`src/rtl/mem_arbiter.sv`:
```
// Two-port memory arbiter: an instruction-fetch port and a data port share one
// single-ported memory. One access every two cycles, round-robin on contention,
// with alignment/range fault detection and load extension on the data side.
//
// Handshake: a request is taken in the cycle where req and ready are both high
// (the accept cycle T). ready is combinational, only ever high in IDLE for the
// granted requester, and low while rst is high. The response is a one-cycle
// valid pulse at T+2; data/err hold their last values while valid is low.
module mem_arbiter #(
  parameter int unsigned MEM_WORDS = 'h2404
) (
  input  logic        clk,
  input  logic        rst,
  input  logic        if_req,
  input  logic [31:0] if_addr,
  output logic        if_ready,
  output logic        if_valid,
  output logic [31:0] if_data,
  output logic        if_err,
  input  logic        d_req,
  input  logic        d_we,
  input  logic [1:0]  d_size,
  input  logic        d_unsigned,
  input  logic [31:0] d_addr,
  input  logic [31:0] d_wdata,
  output logic        d_ready,
  output logic        d_valid,
  output logic [31:0] d_rdata,
  output logic        d_err,
  output logic        mem_en,
  output logic        mem_we,
  output logic [3:0]  mem_wstrb,
  output logic [29:0] mem_addr,
  output logic [31:0] mem_wdata,
  input  logic [31:0] mem_rdata
);

  typedef enum logic [1:0] {IDLE, BUSY_IF, BUSY_D} state_t;

  state_t      state_q, state_d;
  logic        last_d_q, last_d_d;   // 1: data port was granted most recently
  logic        grant_if, grant_d;
  logic        if_fault, d_fault;

  // Transaction attributes captured in the accept cycle
  logic        flt_q, we_q, uns_q;
  logic [1:0]  size_q, off_q;

  logic        if_valid_q, if_err_q, d_valid_q, d_err_q;
  logic [31:0] if_data_q, d_rdata_q;

  logic [31:0] rd_shift, load_data;

  // Fault decode for both ports, evaluated on the live request inputs
  always_comb begin
    if_fault = (|if_addr[1:0]) || ({2'b00, if_addr[31:2]} >= MEM_WORDS);
    d_fault  = ({2'b00, d_addr[31:2]} >= MEM_WORDS);
    case (d_size)
      2'b00:   d_fault = d_fault;
      2'b01:   d_fault = d_fault || d_addr[0];
      2'b10:   d_fault = d_fault || (|d_addr[1:0]);
      default: d_fault = 1'b1;
    endcase
  end

  // Round-robin grant, only in IDLE and never during reset
  always_comb begin
    grant_if = !rst && (state_q == IDLE) && if_req && (!d_req || last_d_q);
    grant_d  = !rst && (state_q == IDLE) && d_req && (!if_req || !last_d_q);
    if_ready = grant_if;
    d_ready  = grant_d;
  end

  // Next state and accept-cycle memory command
  always_comb begin
    state_d   = IDLE;
    last_d_d  = last_d_q;
    mem_en    = 1'b0;
    mem_we    = 1'b0;
    mem_wstrb = 4'b0000;
    mem_addr  = 30'd0;
    mem_wdata = 32'd0;
    case (state_q)
      IDLE: begin
        if (grant_if) begin
          state_d  = BUSY_IF;
          last_d_d = 1'b0;
          mem_addr = if_addr[31:2];
          mem_en   = !if_fault;
        end else if (grant_d) begin
          state_d  = BUSY_D;
          last_d_d = 1'b1;
          mem_addr = d_addr[31:2];
          mem_en   = !d_fault;
          mem_we   = !d_fault && d_we;
          if (!d_fault && d_we) begin
            case (d_size)
              2'b00: begin
                mem_wstrb = 4'b0001 << d_addr[1:0];
                mem_wdata = {4{d_wdata[7:0]}};
              end
              2'b01: begin
                mem_wstrb = d_addr[1] ? 4'b1100 : 4'b0011;
                mem_wdata = {2{d_wdata[15:0]}};
              end
              default: begin
                mem_wstrb = 4'b1111;
                mem_wdata = d_wdata;
              end
            endcase
          end
        end
      end
      default: state_d = IDLE;   // BUSY_IF / BUSY_D last exactly one cycle
    endcase
  end

  // State and arbitration history
  always_ff @(posedge clk) begin
    if (rst) begin
      state_q  <= IDLE;
      last_d_q <= 1'b1;
    end else begin
      state_q  <= state_d;
      last_d_q <= last_d_d;
    end
  end

  // Capture request attributes on accept so later input changes are ignored
  always_ff @(posedge clk) begin
    if (rst) begin
      flt_q  <= 1'b0;
      we_q   <= 1'b0;
      uns_q  <= 1'b0;
      size_q <= 2'b00;
      off_q  <= 2'b00;
    end else if (grant_if) begin
      flt_q  <= if_fault;
      we_q   <= 1'b0;
      uns_q  <= 1'b0;
      size_q <= 2'b10;
      off_q  <= 2'b00;
    end else if (grant_d) begin
      flt_q  <= d_fault;
      we_q   <= d_we;
      uns_q  <= d_unsigned;
      size_q <= d_size;
      off_q  <= d_addr[1:0];
    end
  end

  // Load lane select and sign/zero extension from the returned word
  always_comb begin
    rd_shift = mem_rdata >> {off_q, 3'b000};
    case (size_q)
      2'b00:   load_data = {{24{!uns_q && rd_shift[7]}}, rd_shift[7:0]};
      2'b01:   load_data = off_q[1] ? {{16{!uns_q && mem_rdata[31]}}, mem_rdata[31:16]}
                                    : {{16{!uns_q && mem_rdata[15]}}, mem_rdata[15:0]};
      default: load_data = mem_rdata;
    endcase
  end

  // Response registers: one-cycle valid pulse, data/err held between pulses
  always_ff @(posedge clk) begin
    if (rst) begin
      if_valid_q <= 1'b0;
      if_err_q   <= 1'b0;
      if_data_q  <= 32'd0;
      d_valid_q  <= 1'b0;
      d_err_q    <= 1'b0;
      d_rdata_q  <= 32'd0;
    end else begin
      if_valid_q <= 1'b0;
      d_valid_q  <= 1'b0;
      if (state_q == BUSY_IF) begin
        if_valid_q <= 1'b1;
        if_err_q   <= flt_q;
        if_data_q  <= flt_q ? 32'd0 : mem_rdata;
      end
      if (state_q == BUSY_D) begin
        d_valid_q <= 1'b1;
        d_err_q   <= flt_q;
        d_rdata_q <= (flt_q || we_q) ? 32'd0 : load_data;
      end
    end
  end

  assign if_valid = if_valid_q;
  assign if_err   = if_err_q;
  assign if_data  = if_data_q;
  assign d_valid  = d_valid_q;
  assign d_err    = d_err_q;
  assign d_rdata  = d_rdata_q;

endmodule

```
`config.mk`:
```
export PLATFORM = sky130hd
export DESIGN_NAME = mem_arbiter
export DESIGN_NICKNAME = d
export VERILOG_FILES = /design/src/rtl/mem_arbiter.sv
export SDC_FILE = /design/constraint.sdc
export NUM_CORES = 1
export LEC_CHECK = 0
export ABC_AREA = 1
export BUFFER_PORTS_ARGS = -buffer_cell sky130_fd_sc_hd__buf_2
export CAP_MARGIN = 40
export CORE_MARGIN = 2
export CORE_UTILIZATION = 44
export CTS_CLUSTER_DIAMETER = 200
export DETAILED_ROUTE_END_ITERATION = 8
export PLACE_DENSITY = 0.81
export SLEW_MARGIN = 10
export SYNTH_ARGS = -nofsm -noshare
export SYNTH_HDL_FRONTEND = slang
export SYNTH_SLANG_ARGS = --single-unit
```
`constraint.sdc`:
```
create_clock -name clk -period 2.2 [get_ports clk]
set_input_delay 0.44 -clock clk [delete_from_list [all_inputs] [get_ports clk]]
set_output_delay 0.44 -clock clk [all_outputs]
set_load 0.05 [all_outputs]
```
# ---- After elaboration in Yosys (flattened, before gate mapping)
# Index checks and enable logic that the tools add are counted.
dict set report word_totals {
  register_bits 78
  output_inout_bits 138
  inputBits 136
  word_cells 92
}
dict set report classes {
  shifts 2
  eq_ne 5
  n_mux 35
  bitwise 1
  reduce_logical 32
  order_cmp 2
}
# cell n
set ops {}
lappend ops {{$mux 32} 7}
lappend ops {{$pmux 32 s2} 2}
lappend ops {{$mux 30} 3}
lappend ops {{$ge 30x14->1 const B} 2}
lappend ops {{$shr 32x5->8} 1}
lappend ops {{$mux 4} 5}
lappend ops {{$mux 1} 13}
lappend ops {{$logic_and 1x1->1} 9}
lappend ops {{$pmux 4 s2} 1}
lappend ops {{$reduce_or 2->1} 4}
lappend ops {{$logic_not 1->1} 7}
lappend ops {{$eq 2x1->1 const B} 3}
lappend ops {{$logic_not 2->1} 3}
lappend ops {{$logic_or 1x1->1} 6}
lappend ops {{$mux 2} 3}
lappend ops {{$eq 2x2->1 const B} 2}
lappend ops {{$shl 1x2->4 const A} 1}
lappend ops {{$pmux 1 s3} 1}
lappend ops {{$reduce_or 3->1} 1}
lappend ops {{$reduce_and 2->1} 1}
lappend ops {{$reduce_bool 2->1} 1}
lappend ops {{$not 1->1} 1}

# ---- Longest topological paths before layout
dict set report depth {
  depth_word 9
  mapped_depth 10
  ltp_nobuf 8
}

# ---- Worst setup path after synthesis
# No wires, ideal clock.
dict set report synth_timing {
  path_kind {input to output}
  start {input d_size[0]}
  end {output mem_en}
  n_path_buf 0
  path_stages 6
  t_arrival_ps 2567
  setup_slack_ps -807
  required_ps 1760
  path_cell_list {inv_1 > ha_1 > or2_2 > nand2_1 > nand2_1 > a21boi_0}
}
dict set report synth_via {
  elab_chain_len 6
  elab_cells_between_ends 8
}
# element line
set synth_rtl {}
lappend synth_rtl {{start, declared} 22} ;# input logic [1:0] d_size,
lappend synth_rtl {{$eq 2x2->1, or another cell as far along} 58} ;# case (d_size)
lappend synth_rtl {{$pmux 1 s3 *} 58}
lappend synth_rtl {{$logic_not 1->1 *} 94} ;# mem_en = !d_fault;
lappend synth_rtl {{$mux 1 *} 90} ;# end else if (grant_d) begin
lappend synth_rtl {{$mux 1 *} 85} ;# if (grant_if) begin
lappend synth_rtl {{$mux 1 *} 83} ;# case (state_q)
lappend synth_rtl {{end, declared} 30} ;# output logic mem_en,
# Mark *: on every way between the ends. The rest lies on a longest branch, timed or not.

# ---- Final worst setup path
dict set report layout_timing {
  start {register last_d_q}
  end {output mem_wdata[28]}
}
dict set report layout_via {
  elab_chain_len 6
  elab_cells_between_ends 8
}
# element line
set layout_rtl {}
lappend layout_rtl {{start, declared} 41} ;# logic last_d_q, last_d_d;
lappend layout_rtl {{start signal, assigned} 125} ;# last_d_q <= last_d_d;
lappend layout_rtl {{$logic_not 1->1} 69} ;# grant_d = !rst && (state_q == IDLE) && d_req && (!if_req || !last_d_q);
lappend layout_rtl {{$logic_or 1x1->1} 69}
lappend layout_rtl {{$logic_and 1x1->1} 69}
lappend layout_rtl {{$mux 32} 90}
lappend layout_rtl {{$mux 32 *} 85}
lappend layout_rtl {{$mux 32 *} 83}
lappend layout_rtl {{end, declared} 34} ;# output logic [31:0] mem_wdata,
# Marks and branches as above.

==> impl_metrics.ini <==
[worst_setup_path]
worst_path_largest_cell_delay_ns = 0.33
reg2reg_from = size_q[1]$_SDFFE_PP0N_
worstPathArrival_ns = 1.89
r2r_setup_slack_ns = 0.40
worstReg2RegEnd = d_rdata[24]$_SDFFE_PP0P_
cp_cell_sequence = inv_2 > nand2_2 > nand2_2 > nor2_4 > a211oi_4 > buf_6 > nand4_1 > nor2_4 > buf_6
cp-start-kind = register
crit_fanout = 8
path_buf_inv = 3
cp_slowest_cell = dfxtp_2
reg2reg_depth = 7
cp.required_ns = 1.76
crit_type = reg2out
cp_top_family = simple AND/OR/NAND/NOR gates
end_kind = primary output

[clock_tree]
clk_path_buf_depth = 2
numCtsBuffers = 9
cts_tree = done
cts_hold_buf = 0
cts.sinks = 78
cts.clk_slew.worst_paths_ns = 0.08
worstSkewPairLatency_ns = 0.34
htree_levels = 3
cts_root_buf = clkbuf_8

[run_status]
violations = negative setup slack
status = finished, violations left

[drt]
first_pass_iters = 6
routed_via_density = 5.34
final_antenna_net_count = 0
routed-via-count = 6271
routed_wl_um = 19400
wl_per_cell_um = 16.5
drc = 0
drtIter0Drc = 562

[global_routing]
grt_util_met1_pct = 38.4
use_met2_pct = 55.5
grt-ovfl-total = 0
grt_usage_pct = 31.8
grt_busiest_layer = met2
grt_pass1_vias = 5889
grtUsageMet3_pct = 6.38
grt_max_degree = 70
grt_pass1_wl_um = 28900
antenna_found_initial = 1

[worst_hold_path]
min_from = mem_rdata[11]
hold_end = if_data[11]$_SDFFE_PP0P_
hp-class = in2reg
holdPathStages = 3

[final_layout]
area_growth_pct = 65.3
multi_input_area_um2 = 3060
seqCellArea_um2 = 1570
nets = 1174
final_util_pct = 74.6
layout_common_cells = 202 x buf_2, 186 x nand2_1, 97 x a21oi_1
mostFrequentLayoutCell = buf_2
layout.cells.non_filler = 1175
drive_gt1_share_pct = 43.4
fillerInstances = 788
final_area_um2 = 7660

[die]
fp.dieH_um = 107
start_util_pct = 45.1
rows = 37
dieArea_um2 = 11400
core_um2 = 10300
die_w_um = 107
io-pin-count = 274

[synth]
syn_area_um2 = 4630
synth_warnings = 0
syn_inst = 735
avgSynthCellArea_um2 = 6.31
ys_types = 34
synth_nets = 875
seq_area_frac_synth_pct = 33.7
ys_ff_latch = 78

[sta]
finalHoldViolations = 0
finalWorstSetupSlack_ns = -0.127
fin_crit_sh_pct = 106
relSlewSlack_pct = 50.9
hold_slack_ns = 0.344
period_minus_slack_ns = 2.33
grt_setup_unrepaired = yes
tightestPinTransition_ns = 0.737
drv_slew = 0
fmax_mhz = 430
skew_ns = 0.00444
setup_viol = 65

[pwr]
p_leak_nw = 3.67
peakVddDrop_v = 0.000365
cellPowerDensity_nw_per_um2 = 538

[placed_design]
hpwl_um = 13300
dpl_cell_area_um2 = 6690
finalWeightedCongestion = 0.895
placed_cells = 1142
io_buffer_count = 273

[run]
cap_violations = 0
[state kept, by name, summed over array words and instances (netlist names)]
name / flops
flt_q: 1
if_valid: 1
off_q: 2
uns_q: 1
we_q: 1
d_valid: 1
if_data: 32
d_rdata: 32
d_err: 1
last_d_q: 1
if_err: 1
state_q: 2
size_q: 2
[stage by stage]
| step | setup TNS [ns] | power, mW | setup WS, ns |
|---|---|---|---|
| 2_1_floorplan | -1.51 | 2.48 | -0.351 |
| 3_3_place_gp | -8.60 | 2.91 | -0.295 |
| 3_5_place_dp | -9.69 | 2.92 | -0.325 |
| 4_1_cts | -2.16 | 4.05 | -0.0961 |
| 5_1_grt | -8.74 | 4.29 | -0.208 |
| 6_report | -3.67 | 4.12 | -0.127 |
[worst min-delay path: cells and delay by family]
family          cells  cell delay [ns]
compound gates      1             0.05
buf+inv             1             0.11
simple gates        1             0.05
[worst max-delay path by stage]
| stage | startpoint | end | slack [ns] | cells past startpoint |
|---|---|---|---|---|
| CTS | last_d_q$_SDFFE_PP1P_ | mem_wdata[13] | -0.1 | 9 |
| detailed placement | d_size[1] | mem_wdata[11] | -0.33 | 8 |
| finish | last_d_q$_SDFFE_PP1P_ | mem_wdata[28] | -0.13 | 9 |
| floorplan | rst | mem_addr[10] | -0.35 | 6 |
| global route | last_d_q$_SDFFE_PP1P_ | mem_wdata[6] | -0.21 | 10 |
| global placement | d_size[1] | mem_wdata[11] | -0.30 | 8 |
[layout make-up]
| cell class | instances | area share [%] |
|---|---|---|
| inverters | 67 | 3.48 |
| repair buffers | 329 | 31.5 |
| well taps | 136 | 2.22 |
| flip-flops and latches | 78 | 20.4 |
| clock inverters | 4 | 0.621 |
| clock buffers | 11 | 1.85 |
| diodes | 1 | 0.0327 |
| multi-input cells | 549 | 39.9 |
[power by group]
part,internal (mW),switching [mW]
logic,0.525,1.03
registers,1.48,0.0463
clock network,0.545,0.491
total,2.55,1.57
[Yosys cell counts (all sizes together)]
master / n / area share (%)
a31oi: 2 / 0.27
clkinv: 1 / 0.081
nand2: 195 / 16
a21oi: 97 / 10
buf: 19 / 2.5
nand3: 27 / 3.8
a211oi: 2 / 0.59
or2: 8 / 1.1
o221ai: 7 / 1.3
dfxtp: 78 / 34
o21ai: 29 / 3.2
nand3b: 1 / 0.16
inv: 66 / 5.3
nor3: 6 / 0.65
o22ai: 3 / 0.41
ha: 4 / 1.1
o21a: 2 / 0.32
nand4: 10 / 1.3
a32o: 1 / 0.22
nor2: 138 / 13
a22o: 14 / 2.6
a21boi: 2 / 0.32
clkbuf: 23 / 1.9
[metal layers]
metal / vias up / part of all wire (%) / routed length, um
met5: - / 0 / 0
met4: 0 / 3.6 / 700
met2: 376 / 49 / 9590
met1: 2860 / 38 / 7410
li1: 2970 / - / -
met3: 65 / 9.0 / 1750
[logic make-up after synthesis]
kind of cell / share of synthesized area (%)
and+or+nand+nor: 35.6
buffers and inverters: 9.83
DFF: 33.7
AOI/OAI and AO/OA: 19.8
adders and majority gates: 1.08
[repair_timing]
item                       4_1_cts  5_1_grt
resized for setup              149       49
buffers inserted                11        3
gates cloned                     3        0
pin swaps                       16       13
setup endpoints to repair       68       67
No activity file was read; power rests on OpenSTA's default activity.
